--- src/rtl/gsensor_spi.sv ---
// ADXL345-style SPI master: runs the four-write configuration sequence after reset,
// then issues 56-bit burst reads of X/Y/Z on trigger or int1 (SPI mode 3, MSB first).
module gsensor_spi #(
  parameter int CLK_DIV = 25,
  parameter int GAP     = 50
) (
  input  logic        clk,
  input  logic        rst,
  input  logic        trigger,
  input  logic        int1,
  input  logic        gsensor_sdo,
  output logic        gsensor_sclk,
  output logic        gsensor_cs_,
  output logic        gsensor_sdi,
  output logic        init_done,
  output logic        busy,
  output logic [15:0] x,
  output logic [15:0] y,
  output logic [15:0] z,
  output logic        sample_valid
);

  typedef enum logic [2:0] {INIT_FMT, INIT_MAP, INIT_EN, INIT_PWR, IDLE, READ} state_t;
  typedef enum logic [2:0] {P_IDLE, P_LEAD, P_LOW, P_HIGH, P_TAIL, P_GAP} phase_t;

  localparam logic [7:0] DIV_LAST = 8'(CLK_DIV - 1);
  localparam logic [7:0] GAP_LAST = 8'(GAP - 1);
  localparam logic [5:0] WR_BITS  = 6'd16;
  localparam logic [5:0] RD_BITS  = 6'd56;
  localparam logic [7:0] RD_HDR   = 8'hF2;

  state_t      state, state_nx;
  phase_t      phase, phase_nx;
  logic [7:0]  div_cnt;
  logic [5:0]  bit_cnt, nbits;
  logic [55:0] tx_sr;
  logic [47:0] rx_sr;
  logic [15:0] wr_word;
  logic        int1_m, int1_s, pending, armed, rd_frame;
  logic        div_tick, last_bit, shift_out, frame_done, is_init, req, go;

  assign is_init    = (state != IDLE) && (state != READ);
  assign req        = trigger | int1_s | pending;
  // armed delays the first init frame by one cycle after reset release
  assign go         = (is_init && armed && phase == P_IDLE) || (state == IDLE && req);
  assign div_tick   = (div_cnt == ((phase == P_GAP) ? GAP_LAST : DIV_LAST));
  assign frame_done = (phase == P_GAP) && div_tick;
  assign last_bit   = (bit_cnt == nbits);
  assign shift_out  = div_tick && (phase == P_LEAD || (phase == P_HIGH && !last_bit));
  assign init_done  = !is_init;
  assign busy       = (phase != P_IDLE) || (is_init && armed);

  always_ff @(posedge clk or posedge rst) begin
    if (rst) state <= INIT_FMT;
    else     state <= state_nx;
  end

  always_comb begin
    state_nx = state;
    wr_word  = 16'h0000;
    case (state)
      INIT_FMT: begin wr_word = {2'b00, 6'h31, 8'h0B}; if (frame_done) state_nx = INIT_MAP; end
      INIT_MAP: begin wr_word = {2'b00, 6'h2F, 8'h00}; if (frame_done) state_nx = INIT_EN;  end
      INIT_EN:  begin wr_word = {2'b00, 6'h2E, 8'h80}; if (frame_done) state_nx = INIT_PWR; end
      INIT_PWR: begin wr_word = {2'b00, 6'h2D, 8'h08}; if (frame_done) state_nx = IDLE;     end
      IDLE:     if (req) state_nx = READ;
      READ:     if (frame_done) state_nx = IDLE;
      default:  state_nx = INIT_FMT;
    endcase
  end

  always_comb begin
    phase_nx = phase;
    case (phase)
      P_IDLE:  if (go) phase_nx = P_LEAD;
      P_LEAD:  if (div_tick) phase_nx = P_LOW;
      P_LOW:   if (div_tick) phase_nx = P_HIGH;
      P_HIGH:  if (div_tick) phase_nx = last_bit ? P_TAIL : P_LOW;
      P_TAIL:  if (div_tick) phase_nx = P_GAP;
      P_GAP:   if (div_tick) phase_nx = P_IDLE;
      default: phase_nx = P_IDLE;
    endcase
  end

  always_ff @(posedge clk or posedge rst) begin
    if (rst) begin
      phase        <= P_IDLE;
      div_cnt      <= '0;
      bit_cnt      <= '0;
      nbits        <= '0;
      tx_sr        <= '0;
      rx_sr        <= '0;
      rd_frame     <= 1'b0;
      armed        <= 1'b0;
      pending      <= 1'b0;
      int1_m       <= 1'b0;
      int1_s       <= 1'b0;
      gsensor_cs_  <= 1'b1;
      gsensor_sclk <= 1'b1;
      gsensor_sdi  <= 1'b0;
      sample_valid <= 1'b0;
      x            <= '0;
      y            <= '0;
      z            <= '0;
    end else begin
      phase        <= phase_nx;
      armed        <= 1'b1;
      int1_m       <= int1;
      int1_s       <= int1_m;
      sample_valid <= 1'b0;
      div_cnt      <= (phase == P_IDLE || div_tick) ? 8'd0 : div_cnt + 8'd1;
      // one pending slot: extra triggers while it is set are dropped
      if (state == IDLE && req)          pending <= 1'b0;
      else if (trigger && state != IDLE) pending <= 1'b1;
      if (phase == P_IDLE && go) begin
        gsensor_cs_ <= 1'b0;
        bit_cnt     <= '0;
        rd_frame    <= (state == IDLE);
        nbits       <= (state == IDLE) ? RD_BITS : WR_BITS;
        tx_sr       <= (state == IDLE) ? {RD_HDR, 48'h0} : {wr_word, 40'h0};
      end
      if (shift_out) begin
        gsensor_sclk <= 1'b0;
        gsensor_sdi  <= tx_sr[55];
        tx_sr        <= {tx_sr[54:0], 1'b0};
      end
      if (phase == P_LOW && div_tick) begin
        gsensor_sclk <= 1'b1;
        rx_sr        <= {rx_sr[46:0], gsensor_sdo};
        bit_cnt      <= bit_cnt + 6'd1;
      end
      // rx_sr holds X0 X1 Y0 Y1 Z0 Z1 from MSB down; low byte arrives first
      if (phase == P_TAIL && div_tick) begin
        gsensor_cs_ <= 1'b1;
        gsensor_sdi <= 1'b0;
        if (rd_frame) begin
          x            <= {rx_sr[39:32], rx_sr[47:40]};
          y            <= {rx_sr[23:16], rx_sr[31:24]};
          z            <= {rx_sr[7:0],   rx_sr[15:8]};
          sample_valid <= 1'b1;
        end
      end
    end
  end

endmodule

--- config.mk ---
export PLATFORM = sky130hd
export DESIGN_NAME = gsensor_spi
export DESIGN_NICKNAME = d
export VERILOG_FILES = /design/src/rtl/gsensor_spi.sv
export SDC_FILE = /design/constraint.sdc
export NUM_CORES = 1
export LEC_CHECK = 0
export ABC_AREA = 1
export CORE_ASPECT_RATIO = 1.75
export CORE_UTILIZATION = 60
export CTS_CLUSTER_SIZE = 8
export DETAILED_ROUTE_END_ITERATION = 10
export GPL_ROUTABILITY_DRIVEN = 1
export HOLD_SLACK_MARGIN = 0.06
export PLACE_DENSITY_LB_ADDON = 0.1
export SETUP_SLACK_MARGIN = 0.5
export SYNTH_ARGS = -nofsm -noshare
export SYNTH_HDL_FRONTEND = slang
export SYNTH_SLANG_ARGS = --single-unit
--- constraint.sdc ---
create_clock -name clk -period 14.1 [get_ports clk]
set_input_delay 2.115 -clock clk [delete_from_list [all_inputs] [get_ports clk]]
set_output_delay 2.115 -clock clk [all_outputs]
set_load 0.005 [all_outputs]
==> impl_metrics.ini, run 1 <==
[routing]
drtPass1Iterations = 5
dr_wl_met2_mm = 6.04
postRouteWirelength_mm = 11.2
num_vias = 4313
drc = 0
wl_met1_mm = 4.61
vias_per_cell = 5.25
first_iter_violations = 269
maxUsedRoutingLayer = met4
ant_nets = 0
routedWlPerCell_um = 13.6
met3WireLength_um = 416

[logic_synthesis]
synth_ff_type = dfrtp_1
postSynthAreaPerCell_um2 = 9.12
synthCells = 632
ys_types = 29
synth_area_leader_cell = dfrtp_1
synthesis.area_mm2 = 0.00577
synth_nets = 640
synth_top_area_share_pct = 60.8
synth-seq-cells = 142
synth_area_leaders = dfrtp_1 (61%), nand2_1 (11%), o21ai_1 (6.5%)
yosysMostFrequentCell = nand2_1
synth_warnings = 0
synth_common_cells = nand2_1 (175), dfrtp_1 (140), inv_1 (75), o21ai_1 (75), nand3_1 (48)
ys_seq_area_share_pct = 61.7
synth_edf_count = 0
synthArstFlopShare_pct = 100

[clock_tree]
cts_tree = yes
clk_path_buf_depth = 2
cts_hold_buf = 0
clk_pin_slew_ns = 0.06
htreeDepth = 4
numCtsBuffers = 17
cts_root_buf = clkbuf_16
cts.repair.resized = 0
cts_setup_buffers = 0
clock_latency_ns = 0.41
cts_sinks = 142

[sta]
period_share_pct = 27.5
drv_slew = 0
fin_worst_skew_ns = 0.00940
hold_viol_final = 0
fmax_mhz = 258
tightest_slew_ns = 1.01
period_needed_ns = 3.88
setup_tns_ns = 0
setup_viol = 0
worst_slack_ns = 10.22
rsz0062_at_grt = false
hold_slack_ns = 0.359
max_slew_margin_pct = 32.6

[global_route]
grt_max_degree = 99
grt_pass1_vias = 4273
grt-ovfl-total = 0
grt_usage_pct = 24.8
antenna_found_initial = 0
grt_pass1_wl_mm = 19.6

[setup_path]
crit_path_end_kind = output port
cp.arrival_ns = 1.76
r2r_slack_ns = 11.70
critical_path_required_ns = 11.98
reg2reg_depth = 7
crit_fanout = 5
cp-start-kind = register
timing.rr.start = div_cnt[1]$_DFF_PP0_
r2r_end = x[0]$_DFFE_PP0P_
critical_path_class = reg2out

[placement]
gp_congestion = 0.823
dpl_cell_area_mm2 = 0.00638
pre_cts_ws_ns = 10.11
hpwl_mm = 7.01
portBuffers = 58

[status]
status = finished, final reports clean

[power]
p_leak_nw = 3.12
power.density_mw_per_mm2 = 120
ir_drop_mv = 0.0950

[die]
die_w_um = 76.1
core_area_mm2 = 0.00941
design.portCount = 59
dieArea_mm2 = 0.0100
placementRows = 47
initial_core_util_pct = 61.3
die_h_um = 132

[layout]
syn_to_final_growth_pct = 20.1
n_antenna_cell = 0
design_area_mm2 = 0.00692
drive_gt1_share_pct = 5.87
nets = 695

[hold_path]
hold-path-endpoint = int1_s$_DFF_PP0_
min_path_type = reg2reg
holdPathStages = 0
hp-start = int1_m$_DFF_PP0_

[job]
drv_cap = 0
==> where the power goes <==
part	switching [W]	internal (W)
registers	0.000000157	0.000408
logic	0.00000806	0.00000138
clock network	0.000156	0.000257
total	0.000164	0.000667
==> area by class of cell <==
| type | count | area, um2 |
|---|---|---|
| timing repair buffer | 60 | 596 |
| tap | 122 | 153 |
| clock buffer | 23 | 448 |
| multi-input combinational | 388 | 1780 |
| sequential | 142 | 3560 |
| clock inverter | 8 | 92.6 |
| inverter | 78 | 298 |
| fill | 712 | 2490 |
==> how the worst max path moves through the flow <==
stage	from	to	slack, ns	depth (start not counted)
6_report	phase[1]$_DFFE_PP0P_	busy	10.22	5
5_1_grt	phase[1]$_DFFE_PP0P_	busy	10.12	5
4_1_cts	phase[1]$_DFFE_PP0P_	busy	10.22	5
3_5_place_dp	trigger	nbits[3]$_DFFE_PP0P_	10.11	9
3_3_place_gp	rst	y[10]$_DFFE_PP0P_	10.18	3
2_1_floorplan	rst	armed$_DFF_PP0_	8.18	1
==> flip-flops by register name, summed over array words and instances (netlist names), 2 cells and up <==
register  cells
phase         3
div_cnt       8
z            16
nbits         2
y            16
tx_sr        16
rx_sr        48
bit_cnt       6
state         3
x            16
==> kinds of logic after synthesis <==
| family | count (synthesis) | synth area share, % |
|---|---|---|
| other | 1 | 0.0650 |
| adder cells (fa/ha/maj) | 3 | 0.651 |
| AND/OR/NAND/NOR | 262 | 19.1 |
| XOR/XNOR | 4 | 0.608 |
| flip-flops | 142 | 61.7 |
| AO/OA/AOI/OAI | 118 | 10.3 |
| buffers and inverters | 102 | 7.60 |
==> cells in the final DEF, fill, tap and decap left out <==
master,netlist,layout
o211ai_1,1,1
clkbuf_16,0,17
nand3b_1,1,1
nand2_2,2,2
a21oi_1,3,3
dfstp_2,2,2
inv_6,0,1
or2_1,1,1
bufinv_16,0,2
clkinvlp_4,0,1
clkdlybuf4s50_1,0,58
conb_1,1,1
inv_2,3,3
clkinv_2,0,5
nand3_1,48,48
o21ai_1,75,75
or2_2,1,1
nand4_1,1,1
nor2_2,2,2
nor2_4,1,1
inv_1,75,74
nand2_1,175,175
clkbuf_1,10,6
nor3_1,2,2
nor2_1,22,22
nand3_2,2,1
xor2_1,4,4
nand3_4,0,1
buf_4,1,2
dfrtp_1,140,140
nor3b_1,4,4
ha_1,3,3
o21ai_0,39,39
==> critical path: stages, from the launching register on <==
cell	delay, ns
dfrtp_1	0.44
nor2_1	0.18
nand2_1	0.12
inv_1	0.10
nand2_1	0.06
clkdlybuf4s50_1	0.44
==> stage by stage <==
| step | power [W] | utilization [%] | std cells |
|---|---|---|---|
| floorplan | 0.000422 | - | 632 |
| global placement | 0.000426 | 67.8 | 790 |
| detailed placement | 0.000426 | 67.8 | 790 |
| CTS | 0.000838 | 73.6 | 821 |
| global route | 0.000858 | 73.6 | 821 |
| finish | 0.000831 | 73.6 | 821 |
==> layer usage <==
| layer | track usage, % | up-vias |
|---|---|---|
| li1 | - | 2118 |
| met1 | 29.6 | 2084 |
| met2 | 43.5 | 100 |
| met3 | 7.01 | 11 |
| met4 | 7.59 | 0 |
| met5 | 0 | - |
(Power assumes the default switching activity.)
==> run 2, diff against run 1 <==
--- a/config.mk
+++ b/config.mk
@@ -7,7 +7,7 @@
 export LEC_CHECK = 0
 export ABC_AREA = 1
 export CORE_ASPECT_RATIO = 1.75
-export CORE_UTILIZATION = 60
+export CORE_UTILIZATION = 51
 export CTS_CLUSTER_SIZE = 8
 export DETAILED_ROUTE_END_ITERATION = 10
 export GPL_ROUTABILITY_DRIVEN = 1
==> constraint.sdc (replaced) <==
create_clock -name clk -period 3.13 [get_ports clk]
set_input_delay 0.4695 -clock clk [delete_from_list [all_inputs] [get_ports clk]]
set_output_delay 0.4695 -clock clk [all_outputs]
set_load 0.005 [all_outputs]
==> run 2 against run 1 <==
Effect of this change: die area up 17%; hold slack worse by 0.014 ns; sequential share of layout area down 0.83 points; routed wire length down 2.8%; clock power rose to 5.1 times the previous value; final area up 1.6%; setup slack worse by 9.4 ns; critical path type is now reg2reg; critical endpoint is now z[6]$_DFFE_PP0P_; largest cell class unchanged; largest power group unchanged.
==> impl_metrics.ini, run 2 (synthesis results as in run 1) <==
[layout]
seq_area_mm2 = 0.00356
n_antenna_cell = 0
post-route-util_pct = 63.7
syn_to_final_growth_pct = 22.0
design_area_mm2 = 0.00704
nets = 695
drive_gt1_share_pct = 6.57
largest_register_ffs = 48
top_register = rx_sr
multi_input_area_mm2 = 0.00178
final_cell_mix = nand2_1 (175), dfrtp_1 (140), o21ai_1 (75)
n_fill_cell = 946
final_common_cell = nand2_1

[sta]
fin_worst_skew_ns = 0.0115
fmax_mhz = 426
max_slew_margin_pct = 32.5
setup_tns_ns = 0
drv_slew = 0
setup_viol = 0
period_needed_ns = 2.35
period_share_pct = 75.0
rsz0062_at_grt = true
tightest_slew_ns = 1.01
hold_viol_final = 0

[setup_path]
critical_path_class = reg2reg
cp.arrival_ns = 2.65
crit_path_max_incr_delay_ns = 0.76
cp-start-kind = register
cp_cell_sequence = or2_1, nor2_2, nand2_1, nor2_4, nand3_4, o21ai_1
critical_path_required_ns = 3.43
reg2reg_depth = 6
crit_fanout = 96
crit_path_top_delay_cell = nand3_4
crit_path_end_kind = register

[die]
initial_core_util_pct = 52.2
placementRows = 51
die_h_um = 143
die_w_um = 82.4
design.portCount = 59
core_area_mm2 = 0.0110
dieArea_mm2 = 0.0118

[job]
drv_cap = 0

[routing]
vias_per_cell = 5.08
ant_nets = 0
dr_wl_met2_mm = 5.84
wl_met1_mm = 4.58
routedWlPerCell_um = 13.1
postRouteWirelength_mm = 10.9
drc = 0
drtPass1Iterations = 4
met3WireLength_um = 305
maxUsedRoutingLayer = met4
num_vias = 4228
first_iter_violations = 250

[power]
power.density_mw_per_mm2 = 566
ir_drop_mv = 0.485
p_leak_nw = 3.16

[clock_tree]
numCtsBuffers = 17
clk_path_buf_depth = 2
cts.repair.resized = 0
htreeDepth = 4
cts_setup_buffers = 0
clock_latency_ns = 0.41
clk_pin_slew_ns = 0.06
cts_sinks = 142
cts_tree = yes
cts_root_buf = clkbuf_16
cts_hold_buf = 0

[placement]
portBuffers = 58
dpl_cell_area_mm2 = 0.00641
hpwl_mm = 7.03
gp_congestion = 0.816

[global_route]
grt_pass1_wl_mm = 18.5
grt_max_degree = 143
grt_usage_pct = 21.0
antenna_found_initial = 0
grt-ovfl-total = 0
grt_pass1_vias = 4112

[status]
status = finished, final reports clean

[hold_path]
holdPathStages = 0
min_path_type = reg2reg
==> run 2: stage by stage <==
step           setup WS, ns  power [W]  std cells  hold slack [ns]
6_report              0.781    0.00399        832            0.345
5_1_grt               0.494    0.00411        832            0.356
4_1_cts               0.745    0.00403        832            0.347
3_5_place_dp          0.766    0.00192        800            0.335
3_3_place_gp          0.836    0.00192        800            0.342
2_1_floorplan         0.885    0.00190        632            0.331
==> run 2: per-layer routing <==
layer	track usage (%)	vias to the layer above
li1	-	2123
met1	25.3	2017
met2	35.7	77
met3	4.79	11
met4	7.94	0
met5	0	-
==> run 2: path summary, 6_finish.rpt <==
kind / slack (ns) / from / endpoint
max: 0.78 / div_cnt[1]$_DFF_PP0_ / z[6]$_DFFE_PP0P_
min: 0.35 / int1_m$_DFF_PP0_ / int1_s$_DFF_PP0_
max reg2reg: 0.78 / div_cnt[1]$_DFF_PP0_ / z[6]$_DFFE_PP0P_
min reg2reg: 0.35 / int1_m$_DFF_PP0_ / int1_s$_DFF_PP0_
max in group asynchronous: 1.93 / rst / armed$_DFF_PP0_
min in group asynchronous: 0.59 / rst / z[0]$_DFFE_PP0P_
==> run 2: where the power goes <==
group	switching, W	total (W)	internal, W
Sequential	0.000000631	0.00184	0.00184
Clock	0.000727	0.00210	0.00137
Combinational	0.0000365	0.0000444	0.00000789
Total	0.000764	0.00399	0.00322
==> run 2: critical path: cells and delay by family, from the launching register on <==
kind,cells,cell delay [ns]
flops,1,0.39
simple gates,5,1.43
compound gates,1,0.40
==> run 2: cell type report <==
| type | instances | area share, % |
|---|---|---|
| Multi-Input combinational cell | 388 | 25.4 |
| Sequential cell | 142 | 50.5 |
| Inverter | 78 | 4.21 |
| Clock inverter | 11 | 2.35 |
| Tap cell | 132 | 2.35 |
| Clock buffer | 21 | 6.54 |
| Timing Repair Buffer | 60 | 8.64 |
==> variant: new RTL, settings of run 2 <==
Encoding of `phase_t`: now one-hot (6 bits for 6 values).
--- a/src/rtl/gsensor_spi.sv
+++ b/src/rtl/gsensor_spi.sv
@@ -21,7 +21,7 @@
 );
 
   typedef enum logic [2:0] {INIT_FMT, INIT_MAP, INIT_EN, INIT_PWR, IDLE, READ} state_t;
-  typedef enum logic [2:0] {P_IDLE, P_LEAD, P_LOW, P_HIGH, P_TAIL, P_GAP} phase_t;
+  typedef enum logic [5:0] {P_IDLE = 6'b000001, P_LEAD = 6'b000010, P_LOW = 6'b000100, P_HIGH = 6'b001000, P_TAIL = 6'b010000, P_GAP = 6'b100000} phase_t;
 
   localparam logic [7:0] DIV_LAST = 8'(CLK_DIV - 1);
   localparam logic [7:0] GAP_LAST = 8'(GAP - 1);
Check against the original RTL: same outputs for any inputs over 10 cycles, from zero or initial values and one cycle with rst high; not proved beyond that.
==> variant against run 2 <==
- area after synthesis rose by 7.4%
- utilization grew 0.19 points
- global-route usage increased by 0.97 points
- critical path type is now reg -> out
- maximum frequency down 3.0%
- setup slack got worse by 0.072 ns
- sequential cell count is 3 higher
- via count grew 16%
- cell area grew 6.4%
- first-iteration DRC count rose by 48%
- wire length rose by 13%
- highest routed layer unchanged
Power is not compared: it rests on default switching activity, and its combinational part moved more than twofold at a synthesized area within 25%.
==> variant: results (changes against run 2) <==
pin count of the biggest net entering global routing 78 (-45%); clock power share between 40% and 50%; met2 Track Usage GR 40.1% (+4.4 points); synth top area cells dfrtp_1, nand2_1, nand3_1, inv_1, nor2_1; Reg-to-Reg Start state[1]$_DFFE_PP0P_; Synth Cell Area 6190 µm² (+7.4%); first-pass GRT wire length 22100 µm (+19%); antenna violations before repair 0 (unchanged); Critical-path top delay cell clkdlybuf4s50_1; sequential share of the synthesized area 58.6% (-3.0 points); Worst path max stage delay 0.45 ns (-0.31 ns); Max VDD drop 0.000398 V; CTS clk-pin slew, worst paths 0.06 ns (about the same); DP Wirelength 7990 µm (+14%); fillers 998 (+5.5%); CTS root buf clkbuf_16; Worst EP arrival 1.95 ns (-0.70 ns); routing usage on met1 25.2% (-0.12 points); status finished clean; DR vias/cell 5.25 (+3.3%); met2 wire length 6600 µm (+13%); first-pass detailed-route iteration total 5 (+1); met1 WL 5190 µm (+13%); gpl congestion 0.871 (+6.8%); Syn Nets 738 (+15%); DR iter-0 viols 370 (+48%); GR Util All Layers 21.9% (+0.97 points); relative slew slack 41.8% (+9.3 points); WL final 12300 µm (+13%); dpl cell area 6880 µm² (+7.3%); vias in the first global route 4870 (+18%); count of cell types in the netlist 33 (+14%); Max clock buf depth 2 (unchanged); CTS buffer count 17 (unchanged); cts repair resizes 0 (unchanged); Ys Warns 0 (unchanged); layout cells sized above 1 7.15% (+0.58 points); Post-route DRC 0 (unchanged); met3 Usage GRT 4.69% (-0.10 points); CP startpoint phase[4]$_DFFE_PP0P_; number of nets in the layout 792 (+14%); Final setup viols 0 (unchanged); top routing layer used met4; Fin Clk Skew 0.0120 ns (+0.000445 ns); Critical Path Fanout Max 9 (-91%); wire length on met3 346 µm (+13%); top cells by count, synth nand2_1, dfrtp_1, nand3_1, inv_1, nor2_1; ys async rst share 100% (unchanged)
==> variant: cell families after synthesis <==
group	Yosys count	share of synthesized area, %
compound gates	14	1.33
buf+inv	73	5.15
fa+ha+maj	3	0.606
simple gates	490	33.6
flops	145	58.6
other cells	1	0.0605
xor+xnor	4	0.566
==> variant: worst max-delay path: cells and delay by family (launching register included) <==
kind	cells	cell delay [ns]
DFF	1	0.39
buffers and inverters	2	0.61
and+or+nand+nor	4	0.53
==> variant: path summary, 6_finish.rpt <==
check | to | slack, ns | cells after the start
max in group asynchronous | phase[0]$_DFFE_PP1P_ | 1.87 | 3
hold reg to reg | int1_s$_DFF_PP0_ | 0.36 | 0
setup reg to reg | bit_cnt[1]$_DFFE_PP0P_ | 0.82 | 9
min in group asynchronous | state[0]$_DFFE_PP0P_ | 0.47 | 2
setup / recovery | busy | 0.71 | 6
hold / removal | int1_s$_DFF_PP0_ | 0.36 | 0
==> variant: metrics by stage <==
stage | utilization [%] | setup slack [ns] | hold WS, ns | total power (µW) | instances
final | 63.9 | 0.709 | 0.362 | 4440 | 932
after global routing | 63.9 | 0.511 | 0.370 | 4640 | 932
after CTS | 63.9 | 0.690 | 0.367 | 4480 | 932
after detailed placement | 58.7 | 0.712 | 0.352 | 2410 | 900
after global placement | 58.7 | 0.788 | 0.343 | 2390 | 900
after floorplan | - | 0.844 | 0.331 | 2300 | 730
==> variant: layout make-up <==
| class | count | area share (%) |
|---|---|---|
| clock inverter | 13 | 2.37 |
| clock buffer | 19 | 5.78 |
| timing repair buffer | 67 | 8.99 |
| sequential | 145 | 48.5 |
| inverter | 41 | 2.11 |
| tap | 135 | 2.26 |
| multi-input combinational | 512 | 30.0 |
